### config.mk
export PLATFORM = sky130hd
export DESIGN_NAME = ga_generation_ctrl_flat
export DESIGN_NICKNAME = d
export VERILOG_FILES = /design/src/rtl/ga_generation_ctrl_pkg.sv /design/src/rtl/ga_generation_ctrl_if.sv /design/src/rtl/ga_generation_ctrl_best_tracker.sv /design/src/rtl/ga_generation_ctrl.sv /design/src/flat_wrapper.sv
export SDC_FILE = /design/constraint.sdc
export NUM_CORES = 1
export LEC_CHECK = 0
export ABC_AREA = 1
export CAP_MARGIN = 20
export CORE_ASPECT_RATIO = 0.5
export CORE_MARGIN = 3
export CORE_UTILIZATION = 41
export CTS_BUF_LIST = sky130_fd_sc_hd__clkbuf_4 sky130_fd_sc_hd__clkbuf_8
export DETAILED_ROUTE_END_ITERATION = 10
export HOLD_SLACK_MARGIN = 0.02
export PLACE_DENSITY = 0.88
export SLEW_MARGIN = 30
export SYNTH_ARGS = -nofsm -noshare
export SYNTH_HDL_FRONTEND = slang
export SYNTH_SLANG_ARGS = --single-unit
### constraint.sdc
create_clock -name clk -period 1.82 [get_ports clk]
set_input_delay 0.273 -clock clk [delete_from_list [all_inputs] [get_ports clk]]
set_output_delay 0.273 -clock clk [all_outputs]
set_load 0.05 [all_outputs]
### src/rtl/ga_generation_ctrl_pkg.sv
// Shared types and defaults for the GA generation sequencer.
// Optional stagnation stop is enabled by defining GA_STAGNATION_STOP_EN.
package my_pkg;
  localparam int GA_FIT_W         = 16;
  localparam int GA_GENERATIONS   = 500;
  localparam int GA_POP_SIZE      = 100;
  localparam int GA_ELITE_SIZE    = 20;
  localparam int GA_MUTATION_RATE = 4;
  localparam int GA_STALL_LIMIT   = 50;

  // IDLE sits at the top encoding so the engine stages keep their original codes.
  typedef enum logic [2:0] {
    INITIALIZE  = 3'd0,
    RANK_ROUTES = 3'd1,
    SELECTION   = 3'd2,
    BREED       = 3'd3,
    MUTATE      = 3'd4,
    NEXT_GEN    = 3'd5,
    DONE        = 3'd6,
    IDLE        = 3'd7
  } STATES;

  typedef enum logic {STOP_GENS = 1'b0, STOP_STALL = 1'b1} ga_stop_e;

  function automatic logic is_engine(STATES s);
    return !(s inside {IDLE, DONE});
  endfunction
endpackage

### src/rtl/ga_generation_ctrl_if.sv
// Control/status and stage-engine handshake bundle of the GA sequencer.
interface ga_generation_ctrl_if
  import my_pkg::*;
#(
  parameter int FIT_W = GA_FIT_W,
  parameter int GW    = 9
);
  logic             start, abort;
  STATES            stage;
  logic             stage_go, stage_done, fit_valid;
  logic [FIT_W-1:0] fit_in, best_fit;
  logic [15:0]      pop_size, elite_size, mut_rate;
  logic [GW-1:0]    gen_count, best_gen;
  logic             busy, done, stop_reason;

  modport master (
    input  start, abort, stage_done, fit_valid, fit_in,
    output stage, stage_go, pop_size, elite_size, mut_rate,
           gen_count, best_fit, best_gen, busy, done, stop_reason
  );
  modport slave (
    output start, abort, stage_done, fit_valid, fit_in,
    input  stage, stage_go, pop_size, elite_size, mut_rate,
           gen_count, best_fit, best_gen, busy, done, stop_reason
  );
endinterface

### src/rtl/ga_generation_ctrl_best_tracker.sv
// Best-fitness tracker: keeps the lowest route distance, its generation and,
// with GA_STAGNATION_STOP_EN, the run of consecutive non-improving ranks.
module ga_best_tracker
  import my_pkg::*;
#(
  parameter int FIT_W       = GA_FIT_W,
  parameter int GW          = 9,
  parameter int STALL_LIMIT = GA_STALL_LIMIT
) (
  input  logic             clk,
  input  logic             rst_n,
  input  logic             clr,
  input  logic             upd,
  input  logic             fit_valid,
  input  logic [FIT_W-1:0] fit_in,
  input  logic [GW-1:0]    gen_count,
  output logic [FIT_W-1:0] best_fit,
  output logic [GW-1:0]    best_gen,
  output logic             stall_hit
);
  logic improve;
  assign improve = upd && fit_valid && (fit_in < best_fit);

  always_ff @(posedge clk or negedge rst_n) begin
    if (!rst_n) begin
      best_fit <= '1;
      best_gen <= '0;
    end else if (clr) begin
      best_fit <= '1;
      best_gen <= '0;
    end else if (improve) begin
      best_fit <= fit_in;
      best_gen <= gen_count;
    end
  end

`ifdef GA_STAGNATION_STOP_EN
  localparam int SW = $clog2(STALL_LIMIT + 1);
  logic [SW-1:0] stall_cnt;

  // Hit is judged on the count this rank would produce, so the stop lands on the limiting rank.
  assign stall_hit = upd && !improve && ((int'(stall_cnt) + 1) >= STALL_LIMIT);

  always_ff @(posedge clk or negedge rst_n) begin
    if (!rst_n)                                             stall_cnt <= '0;
    else if (clr || improve)                                stall_cnt <= '0;
    else if (upd && (int'(stall_cnt) < STALL_LIMIT))        stall_cnt <= stall_cnt + 1'b1;
  end
`else
  assign stall_hit = (STALL_LIMIT < 0);
`endif
endmodule

### src/rtl/ga_generation_ctrl.sv
// GA generation sequencer: steps the stage engines via go/done, counts generations,
// tracks best fitness. Stagnation stop is compiled in with GA_STAGNATION_STOP_EN.
module ga_generation_ctrl
  import my_pkg::*;
#(
  parameter int GENERATIONS   = GA_GENERATIONS,
  parameter int POP_SIZE      = GA_POP_SIZE,
  parameter int ELITE_SIZE    = GA_ELITE_SIZE,
  parameter int MUTATION_RATE = GA_MUTATION_RATE,
  parameter int FIT_W         = GA_FIT_W,
  parameter int STALL_LIMIT   = GA_STALL_LIMIT
) (
  input logic                 clk,
  input logic                 rst_n,
  ga_generation_ctrl_if.master bus
);
  localparam int GW = $clog2(GENERATIONS + 1);

  STATES         state, state_nxt;
  logic          go_q, go_nxt, start_run;
  logic [GW-1:0] gen_count;
  logic          adv, at_limit, rank_adv, stall_hit;

  // A done that coincides with go belongs to the previous stage and is dropped.
  assign adv      = bus.stage_done && !go_q;
  assign at_limit = (gen_count == GW'(GENERATIONS));
  assign rank_adv = (state == RANK_ROUTES) && adv && !bus.abort;

  always_ff @(posedge clk or negedge rst_n) begin
    if (!rst_n) begin
      state <= IDLE;
      go_q  <= 1'b0;
    end else begin
      state <= state_nxt;
      go_q  <= go_nxt;
    end
  end

  always_comb begin
    state_nxt = state;
    start_run = 1'b0;
    if (bus.abort) state_nxt = IDLE;
    else begin
      case (state)
        IDLE, DONE:  if (bus.start) begin
                       state_nxt = INITIALIZE;
                       start_run = 1'b1;
                     end
        INITIALIZE:  if (adv) state_nxt = RANK_ROUTES;
        RANK_ROUTES: if (adv) state_nxt = (at_limit || stall_hit) ? DONE : SELECTION;
        SELECTION:   if (adv) state_nxt = BREED;
        BREED:       if (adv) state_nxt = (MUTATION_RATE == 0) ? NEXT_GEN : MUTATE;
        MUTATE:      if (adv) state_nxt = NEXT_GEN;
        NEXT_GEN:    if (adv) state_nxt = RANK_ROUTES;
        default:     state_nxt = IDLE;
      endcase
    end
    go_nxt = (state_nxt != state) && is_engine(state_nxt);
  end

  always_ff @(posedge clk or negedge rst_n) begin
    if (!rst_n)                                                gen_count <= '0;
    else if (start_run)                                        gen_count <= '0;
    else if ((state == NEXT_GEN) && adv && !bus.abort && !at_limit) gen_count <= gen_count + 1'b1;
  end

  ga_best_tracker #(.FIT_W(FIT_W), .GW(GW), .STALL_LIMIT(STALL_LIMIT)) u_best (
    .clk(clk), .rst_n(rst_n), .clr(start_run), .upd(rank_adv),
    .fit_valid(bus.fit_valid), .fit_in(bus.fit_in), .gen_count(gen_count),
    .best_fit(bus.best_fit), .best_gen(bus.best_gen), .stall_hit(stall_hit)
  );

`ifdef GA_STAGNATION_STOP_EN
  ga_stop_e stop_q;
  always_ff @(posedge clk or negedge rst_n) begin
    if (!rst_n)                                   stop_q <= STOP_GENS;
    else if (start_run)                           stop_q <= STOP_GENS;
    else if (rank_adv && !at_limit && stall_hit)  stop_q <= STOP_STALL;
  end
  assign bus.stop_reason = stop_q;
`else
  assign bus.stop_reason = 1'b0;
`endif

  assign bus.stage      = state;
  assign bus.stage_go   = go_q;
  assign bus.gen_count  = gen_count;
  assign bus.busy       = is_engine(state);
  assign bus.done       = (state == DONE);
  assign bus.pop_size   = 16'(POP_SIZE);
  assign bus.elite_size = 16'(ELITE_SIZE);
  assign bus.mut_rate   = 16'(MUTATION_RATE);
endmodule
### src/flat_wrapper.sv
// flat-port wrapper written by rule: the top's interface ports become plain ports
module ga_generation_ctrl_flat import my_pkg::*;
#(
  parameter int GENERATIONS   = GA_GENERATIONS,
  parameter int POP_SIZE      = GA_POP_SIZE,
  parameter int ELITE_SIZE    = GA_ELITE_SIZE,
  parameter int MUTATION_RATE = GA_MUTATION_RATE,
  parameter int FIT_W         = GA_FIT_W,
  parameter int STALL_LIMIT   = GA_STALL_LIMIT
)
  (clk, rst_n, bus_start, bus_abort, bus_stage_done, bus_fit_valid, bus_fit_in, bus_stage, bus_stage_go, bus_pop_size, bus_elite_size, bus_mut_rate, bus_gen_count, bus_best_fit, bus_best_gen, bus_busy, bus_done, bus_stop_reason);
  ga_generation_ctrl_if #(.FIT_W(FIT_W)) bus_i ();
  input logic clk;
  input logic rst_n;
  input wire logic [$bits(bus_i.start)-1:0] bus_start;
  input wire logic [$bits(bus_i.abort)-1:0] bus_abort;
  input wire logic [$bits(bus_i.stage_done)-1:0] bus_stage_done;
  input wire logic [$bits(bus_i.fit_valid)-1:0] bus_fit_valid;
  input wire logic [$bits(bus_i.fit_in)-1:0] bus_fit_in;
  output wire logic [$bits(bus_i.stage)-1:0] bus_stage;
  output wire logic [$bits(bus_i.stage_go)-1:0] bus_stage_go;
  output wire logic [$bits(bus_i.pop_size)-1:0] bus_pop_size;
  output wire logic [$bits(bus_i.elite_size)-1:0] bus_elite_size;
  output wire logic [$bits(bus_i.mut_rate)-1:0] bus_mut_rate;
  output wire logic [$bits(bus_i.gen_count)-1:0] bus_gen_count;
  output wire logic [$bits(bus_i.best_fit)-1:0] bus_best_fit;
  output wire logic [$bits(bus_i.best_gen)-1:0] bus_best_gen;
  output wire logic [$bits(bus_i.busy)-1:0] bus_busy;
  output wire logic [$bits(bus_i.done)-1:0] bus_done;
  output wire logic [$bits(bus_i.stop_reason)-1:0] bus_stop_reason;
  assign bus_i.start = bus_start;
  assign bus_i.abort = bus_abort;
  assign bus_i.stage_done = bus_stage_done;
  assign bus_i.fit_valid = bus_fit_valid;
  assign bus_i.fit_in = bus_fit_in;
  assign bus_stage = bus_i.stage;
  assign bus_stage_go = bus_i.stage_go;
  assign bus_pop_size = bus_i.pop_size;
  assign bus_elite_size = bus_i.elite_size;
  assign bus_mut_rate = bus_i.mut_rate;
  assign bus_gen_count = bus_i.gen_count;
  assign bus_best_fit = bus_i.best_fit;
  assign bus_best_gen = bus_i.best_gen;
  assign bus_busy = bus_i.busy;
  assign bus_done = bus_i.done;
  assign bus_stop_reason = bus_i.stop_reason;
  ga_generation_ctrl #(.GENERATIONS(GENERATIONS), .POP_SIZE(POP_SIZE), .ELITE_SIZE(ELITE_SIZE), .MUTATION_RATE(MUTATION_RATE), .FIT_W(FIT_W), .STALL_LIMIT(STALL_LIMIT)) u_core (.clk(clk), .rst_n(rst_n), .bus(bus_i));
endmodule
==> summary.md, run 1 <==
| Metric | Value |
|---|---|
| Status | `finished with violations` |
| Failing checks | `setup timing` |
| Mapped Area | `about 2900 um^2` |
| Die area | `approximately 8100 um^2` |
| Final min period | `about 2000 ps` |
| Max Clock Skew | `roughly 11 ps` |
| Setup violators final | `25` |
| Slew HR | `between 60 and 70%` |
| Syn Area/Cell | `roughly 8 um^2` |
| Largest vdd supply drop | `approximately 0.5 mV` |
| Actual slew at the worst max-slew pin | `~530 ps` |
| Fin nets | `500` |
| Count leader, synth | `nand2_1` |
| Post-synth EDFFs | `0` |
| Num CTS Buffers | `5` |
| Area grow syn2layout | `42.1%` |
| Initial Utilization | `roughly 45%` |
| Clock tree from TritonCTS | `done` |
| Die W | `~120 um` |
| ANT nets after route | `0` |
| Max-Cap Viols | `0` |
| CTS max path bufs | `2` |
| Die Span Y | `65.1 um` |
| DRC Markers | `0` |
| Root buffer selected by CTS | `clkbuf_8` |
| IO Port Bufs | `61` |
| Final WL | `~8400 um` |
| Share of the synthesized area in the top cell type | `17.4%` |
| Vias in the first global route | `2,618` |
| Clk_lat worst skew | `a little over 300 ps` |
| Hold_ws | `a little under 400 ps` |
| FILL cells | `475` |
| ANT cells | `0` |
| CORE AREA | `6410 um^2` |
| GPL Wtd Cong | `slightly above 0.8` |
| Synth Instances | `360` |
| Final hold vios | `0` |
| RSZ-0062 raised after global routing | `yes` |
| # clock sinks | `38` |
| Final slew viol count | `0` |
| Primary FF master, synth | `dfstp_2` |
| Unique masters post-synth | `37` |
| H-tree depth | `2` |
| Clock Pin Slew Worst Setup and Hold Paths | `approximately 80 ps` |
| Seq/Total Area, Yosys | `34.1%` |
| Via Count | `about 2.8k` |
| Warning count from the yosys run | `0` |
| Power per standard cell area | `approximately 1500 nW/um^2` |
| Fin crit share | `110%` |
| Min-delay worst type | `input pin to async pin` |
| Gr usage total | `around a fifth` |
| Register Area | `approximately 980 um^2` |
| Post-DP Area | `3650 um^2` |
| Dominant cells by area after synthesis | `dfstp_2 (17%), dfrtp_1 (17%), buf_4 (13%), nand2_1 (10%), ha_1 (7.4%)` |
| GR Overflow Total | `0` |
| Initial antenna violation count | `0` |
| Async SR Flop Fraction | `100%` |
| Total negative slack | `-3470 ps` |
| Starting DRT DRC Count | `165` |
| Cell taking the most area after synthesis | `dfstp_2` |
| Post-route setup slack | `-176 ps` |
| Setup crit start kind | `flip-flop` |
| I/O pins | `approximately 110` |
| Seq cells post-synth | `38` |
| Core Util, Final | `around 63%` |
| Largest net degree at the start of global routing | `36` |
| Num rows | `20` |
| WP data required | `between 2000 and 2500 ps` |
| Crit Path Class | `flip-flop to flip-flop` |
| HPWL after DPL | `5310 um` |
| Routed len/inst | `around 15 um` |
| DRT Pass-1 Iters | `4` |
| Layout cell share with drive strength beyond 1 | `between 40% and 50%` |
| First-pass GRT wire length | `around 13,000 um` |
| Final Cell Area | `4070 um^2` |
| Multi-input logic area | `between 1500 and 2000 um^2` |
| Max Fclk | `0.501 GHz` |
| CP arrival | `about 2300 ps` |
| Via density per instance | `5.03` |
| Max FO, Critical Path | `8` |
| Post-synth top cells | `nand2_1 (78), buf_4 (50), inv_1 (34), nand3_1 (34)` |
| Leak | `roughly 0.0021 uW` |
| Final Power | `between 5000 and 6000 uW` |
| Critical Path End Type | `flip-flop` |
## routing by layer
metal	global-route usage [%]	vias to the layer above	share of wire [%]
li1	-	1259	-
met1	24.2	1324	37
met2	38.1	147	51
met3	4.53	35	8.2
met4	8.73	0	3.8
met5	0	-	0
## per-stage QoR
step	cells	setup slack, ps
after floorplan	407	-196
final	550	-176
after detailed placement	533	-298
after global placement	533	-222
after global routing	550	-266
after CTS	548	-78.1
## report_power, final
part / leakage (uW) / internal, uW / switching [uW]
Combinational: 0.00157 / 1380 / 2380
Clock: 0.0000575 / 383 / 320
Sequential: 0.000458 / 1230 / 225
Total: 0.00209 / 2990 / 2930
## kinds of logic (layout without fill, tap and decap cells)
family | Yosys count | in the layout | synth area share (%)
AND/OR/NAND/NOR | 178 | 179 | 31.2
buffers and inverters | 95 | 149 | 20.1
flip-flops | 38 | 38 | 34.1
AO/OA/AOI/OAI | 25 | 25 | 5.47
adder cells (fa/ha/maj) | 17 | 17 | 7.43
XOR/XNOR | 5 | 5 | 1.53
other | 2 | 49 | 0.262
## worst max-delay path, stage by stage, from the launching register on
cell	delay [ps]
dfstp_2	550
inv_2	30
ha_1	290
nand2_2	140
nor2_1	80
o21ai_1	110
nand2_2	120
nor2_8	140
nand2_8	90
buf_12	150
nand2_8	110
nand2_1	80
nand2_2	60
## layout make-up
class	instances	area share (%)
timing repair buffer	104	22.7
clock buffer	8	2.71
inverter	37	3.42
tap	88	2.71
multi-input combinational	275	44.4
sequential	38	24.1
## path summary, 6_finish.rpt
check / slack [ps] / start / to / cells after the start
max in group asynchronous: 870 / rst_n / u_core.u_best.best_fit[5] / 3
worst max register to register: -180 / u_core.u_best.best_fit[14] / u_core.u_best.best_fit[1] / 12
min in group clk: 520 / u_core.u_best.best_fit[0] / u_core.u_best.best_fit[0] / 2
worst max-delay path: -180 / u_core.u_best.best_fit[14] / u_core.u_best.best_fit[1] / 12
worst min-delay path: 390 / rst_n / u_core.bus.gen_count[2] / 2
worst min register to register: 520 / u_core.u_best.best_fit[0] / u_core.u_best.best_fit[0] / 2
## cell usage in the layout, fill, tap and decap left out, drive strengths merged
cell	n
nand2	95
buf	77
conb	49
inv	37
nand3	35
clkdlybuf4s50	25
nor2	20
dfstp	19
dfrtp	19
ha	17
or2	15
nand4	9
a21oi	9
clkbuf	8
o21ai	7
o31ai	4
nor3	4
xnor2	3
o211ai	2
xor2	2
o21a	1
nor4	1
a21o	1
a211oi	1
dlygate4sd3	1
dlymetal6s2s	1
## sequential cells by signal, summed over array words and instances (netlist names)
name / count
u_core.u_best.best_gen: 9
u_core.u_best.best_fit: 16
u_core.bus.gen_count: 9
u_core.bus.stage: 3
u_core.bus.stage_go: 1
## what timing repair did
action | 4_1_cts | 5_1_grt
gates cloned | 1 | 0
endpoints found under the hold margin | 7 | 0
hold buffers | 1 | 0
setup buffers | 6 | 2
endpoints found under the setup margin | 21 | 26
gates resized for setup | 29 | 19
pin swaps | 21 | 12
No activity file was read; power rests on OpenSTA's default activity.
==> run 2: changes to the inputs <==
--- a/config.mk
+++ b/config.mk
@@ -9,9 +9,10 @@
 export CAP_MARGIN = 20
 export CORE_ASPECT_RATIO = 0.5
 export CORE_MARGIN = 3
-export CORE_UTILIZATION = 41
+export CORE_UTILIZATION = 60
 export CTS_BUF_LIST = sky130_fd_sc_hd__clkbuf_4 sky130_fd_sc_hd__clkbuf_8
 export DETAILED_ROUTE_END_ITERATION = 10
+export DONT_BUFFER_PORTS = 1
 export HOLD_SLACK_MARGIN = 0.02
 export PLACE_DENSITY = 0.88
 export SLEW_MARGIN = 30
==> summary.md, run 2 (synthesis results as in run 1) <==
| Metric | Value |
|---|---|
| H-tree depth | `2 (unchanged)` |
| Max FO, Critical Path | `5 (-3)` |
| Final slew viol count | `0 (unchanged)` |
| DRC Markers | `0 (unchanged)` |
| # clock sinks | `38 (unchanged)` |
| Max reg flops | `16 (unchanged)` |
| Clock tree from TritonCTS | `done` |
| Slowest cell on the critical path | `dfstp_2` |
| Most common cell after layout, fill and taps aside | `nand2_1` |
| Final min period | `2110 ps (+113 ps)` |
| Root buffer selected by CTS | `clkbuf_8` |
| Worst path bufs/invs | `3 (+1)` |
| Final hold vios | `0 (unchanged)` |
| Area grow syn2layout | `24.7%` |
| Max Fclk | `0.474 GHz (-5.4%)` |
| Vias in the first global route | `2,456 (-6.2%)` |
| First-pass GRT wire length | `12,600 um (-4.8%)` |
| Cells along the critical path | `inv_2, ha_4, nand2_1, nand2_1, nand2_1, nand2_1, nand2_1, nand2_2, nand2_4, nand2_8, buf_4, buf_6, nand3_1, nand2_1` |
| Die area | `5680 um^2 (-30%)` |
| Critical Path End Type | `flip-flop` |
| ANT cells | `0 (unchanged)` |
| Leak | `0.00183 uW (-12%)` |
| Num rows | `17 (-15%)` |
| Routed len/inst | `20.1 um (+32%)` |
| Top delay family on crit path | `simple AND/OR/NAND/NOR gates` |
| Starting DRT DRC Count | `317 (+92%)` |
| Final WL | `9580 um (+14%)` |
| Largest register by flop count | `u_core.u_best.best_fit` |
| ANT nets after route | `0 (unchanged)` |
| DRT Pass-1 Iters | `9 (+5)` |
| Setup violators final | `26 (+4.0%)` |
| Die Span Y | `54.8 um (-16%)` |
| Clk_lat worst skew | `320 ps (about the same)` |
| Min-delay worst type | `input pin to flip-flop` |
| Gr usage total | `29.0% (+7.9 points)` |
| Max Clock Skew | `15.9 ps (+4.63 ps)` |
| Largest registers | `u_core.u_best.best_fit x16, u_core.bus.gen_count x9, u_core.u_best.best_gen x9` |
| Initial antenna violation count | `0 (unchanged)` |
| Most used cell, CP | `nand2_1` |
| Power per standard cell area | `1540 nW/um^2 (+6.0%)` |
| Clock Pin Slew Worst Setup and Hold Paths | `90 ps (about the same)` |
| RSZ-0062 raised after global routing | `yes` |
| I/O pins | `111 (unchanged)` |
| CORE AREA | `4490 um^2 (-30%)` |
| Actual slew at the worst max-slew pin | `521 ps (-11.7 ps)` |
| DP Worst Slack | `-80.8 ps (+217 ps)` |
| Largest vdd supply drop | `0.770 mV (+57%)` |
| Num CTS Buffers | `5 (unchanged)` |
| CTS max path bufs | `2 (unchanged)` |
| GR Overflow Total | `0 (unchanged)` |
| Commonest non-fill, non-tap cells in the layout | `nand2_1 (66), conb_1 (49), buf_4 (41)` |
| Failing checks | `setup timing` |
| Via Count | `2,780 (+0.54%)` |
| CP arrival | `2370 ps (+120 ps)` |
| Layout cell share with drive strength beyond 1 | `41.5% (-3.1 points)` |
| Slew HR | `65.3% (+0.83 points)` |
| Setup crit start kind | `flip-flop` |
| Largest net degree at the start of global routing | `39 (+8.3%)` |
| Fin crit share | `116% (+6.2 points)` |
| CP peak stage delay | `550 ps (about the same)` |
| GPL Wtd Cong | `0.907 (+10%)` |
| Crit Path Class | `flip-flop to flip-flop` |
| Final Power | `5500 uW (-7.0%)` |
| IO Port Bufs | `0 (-100%)` |
| Die W | `104 um (-16%)` |
| Post-route setup slack | `-289 ps (-113 ps)` |
| Max-Cap Viols | `0 (unchanged)` |
| Fin nets | `448 (-10%)` |
| HPWL after DPL | `5070 um (-4.5%)` |
| WP data required | `2080 ps (about the same)` |
| Initial Utilization | `63.8% (+19 points)` |
| Status | `finished with violations` |
| Via density per instance | `5.84 (+16%)` |
run 2: worst paths after layout:
path	start	end	slack, ps	cells after the start
max in group asynchronous	rst_n	u_core.u_best.best_fit[0]	1060	2
worst min register to register	u_core.bus.gen_count[4]	u_core.bus.gen_count[4]	630	2
worst max-delay path	u_core.u_best.best_fit[1]	u_core.u_best.best_fit[8]	-290	14
min in group asynchronous	rst_n	u_core.u_best.best_gen[2]	490	2
worst max register to register	u_core.u_best.best_fit[1]	u_core.u_best.best_fit[8]	-290	14
worst min-delay path	bus_abort	u_core.bus.stage[0]	110	2
run 2: layout make-up:
cell class                      count  area, um^2
Clock buffer                        7        90.1
Timing Repair Buffer               51         472
Clock inverter                      1        5.00
Tap cell                           66        82.6
Sequential cell                    38         981
Fill cell                         208         921
Inverter                           37         143
Multi-Input combinational cell    276        1790
run 2: repair_timing:
| action | CTS | global route |
|---|---|---|
| setup endpoints to repair | 25 | 31 |
| hold buffers | 2 | 0 |
| pin swaps | 17 | 23 |
| cloned | 3 | 0 |
| buffers inserted | 4 | 8 |
| resized for setup | 9 | 28 |
| endpoints found under the hold margin | 38 | 0 |
run 2: metal layers:
layer	global-route usage, %	up-vias	share of wire, %
met5	0	-	0
li1	-	1160	-
met1	32.5	1287	36
met3	7.30	69	13
met4	14.1	0	5.8
met2	54.3	264	46
run 2: per-stage QoR:
stage / instance area, um^2 / utilization [%] / cells / hold WS, ps / TNS (ps)
final: 3570 / 79.5 / 476 / 115 / -4280
after CTS: 3420 / 76.2 / 471 / 123 / -1430
after detailed placement: 3140 / 70.0 / 455 / -21.3 / -937
after floorplan: 3160 / - / 407 / -22.6 / -3960
after global routing: 3570 / 79.5 / 476 / 126 / -6060
after global placement: 3140 / 70.0 / 455 / -20.6 / -325
run 2: power breakdown:
part | leakage, uW | switching [uW] | internal (uW) | total [uW]
Clock | 0.0000517 | 347 | 321 | 669
Combinational | 0.00132 | 2360 | 1020 | 3380
Sequential | 0.000458 | 228 | 1220 | 1450
==> run 3: changes to the inputs <==
--- a/config.mk
+++ b/config.mk
@@ -9,10 +9,9 @@
 export CAP_MARGIN = 20
 export CORE_ASPECT_RATIO = 0.5
 export CORE_MARGIN = 3
-export CORE_UTILIZATION = 60
+export CORE_UTILIZATION = 41
 export CTS_BUF_LIST = sky130_fd_sc_hd__clkbuf_4 sky130_fd_sc_hd__clkbuf_8
 export DETAILED_ROUTE_END_ITERATION = 10
-export DONT_BUFFER_PORTS = 1
 export HOLD_SLACK_MARGIN = 0.02
 export PLACE_DENSITY = 0.88
 export SLEW_MARGIN = 30
==> results of run 3 <==
The final DEF is identical to that of run 1; final timing and power are the same.
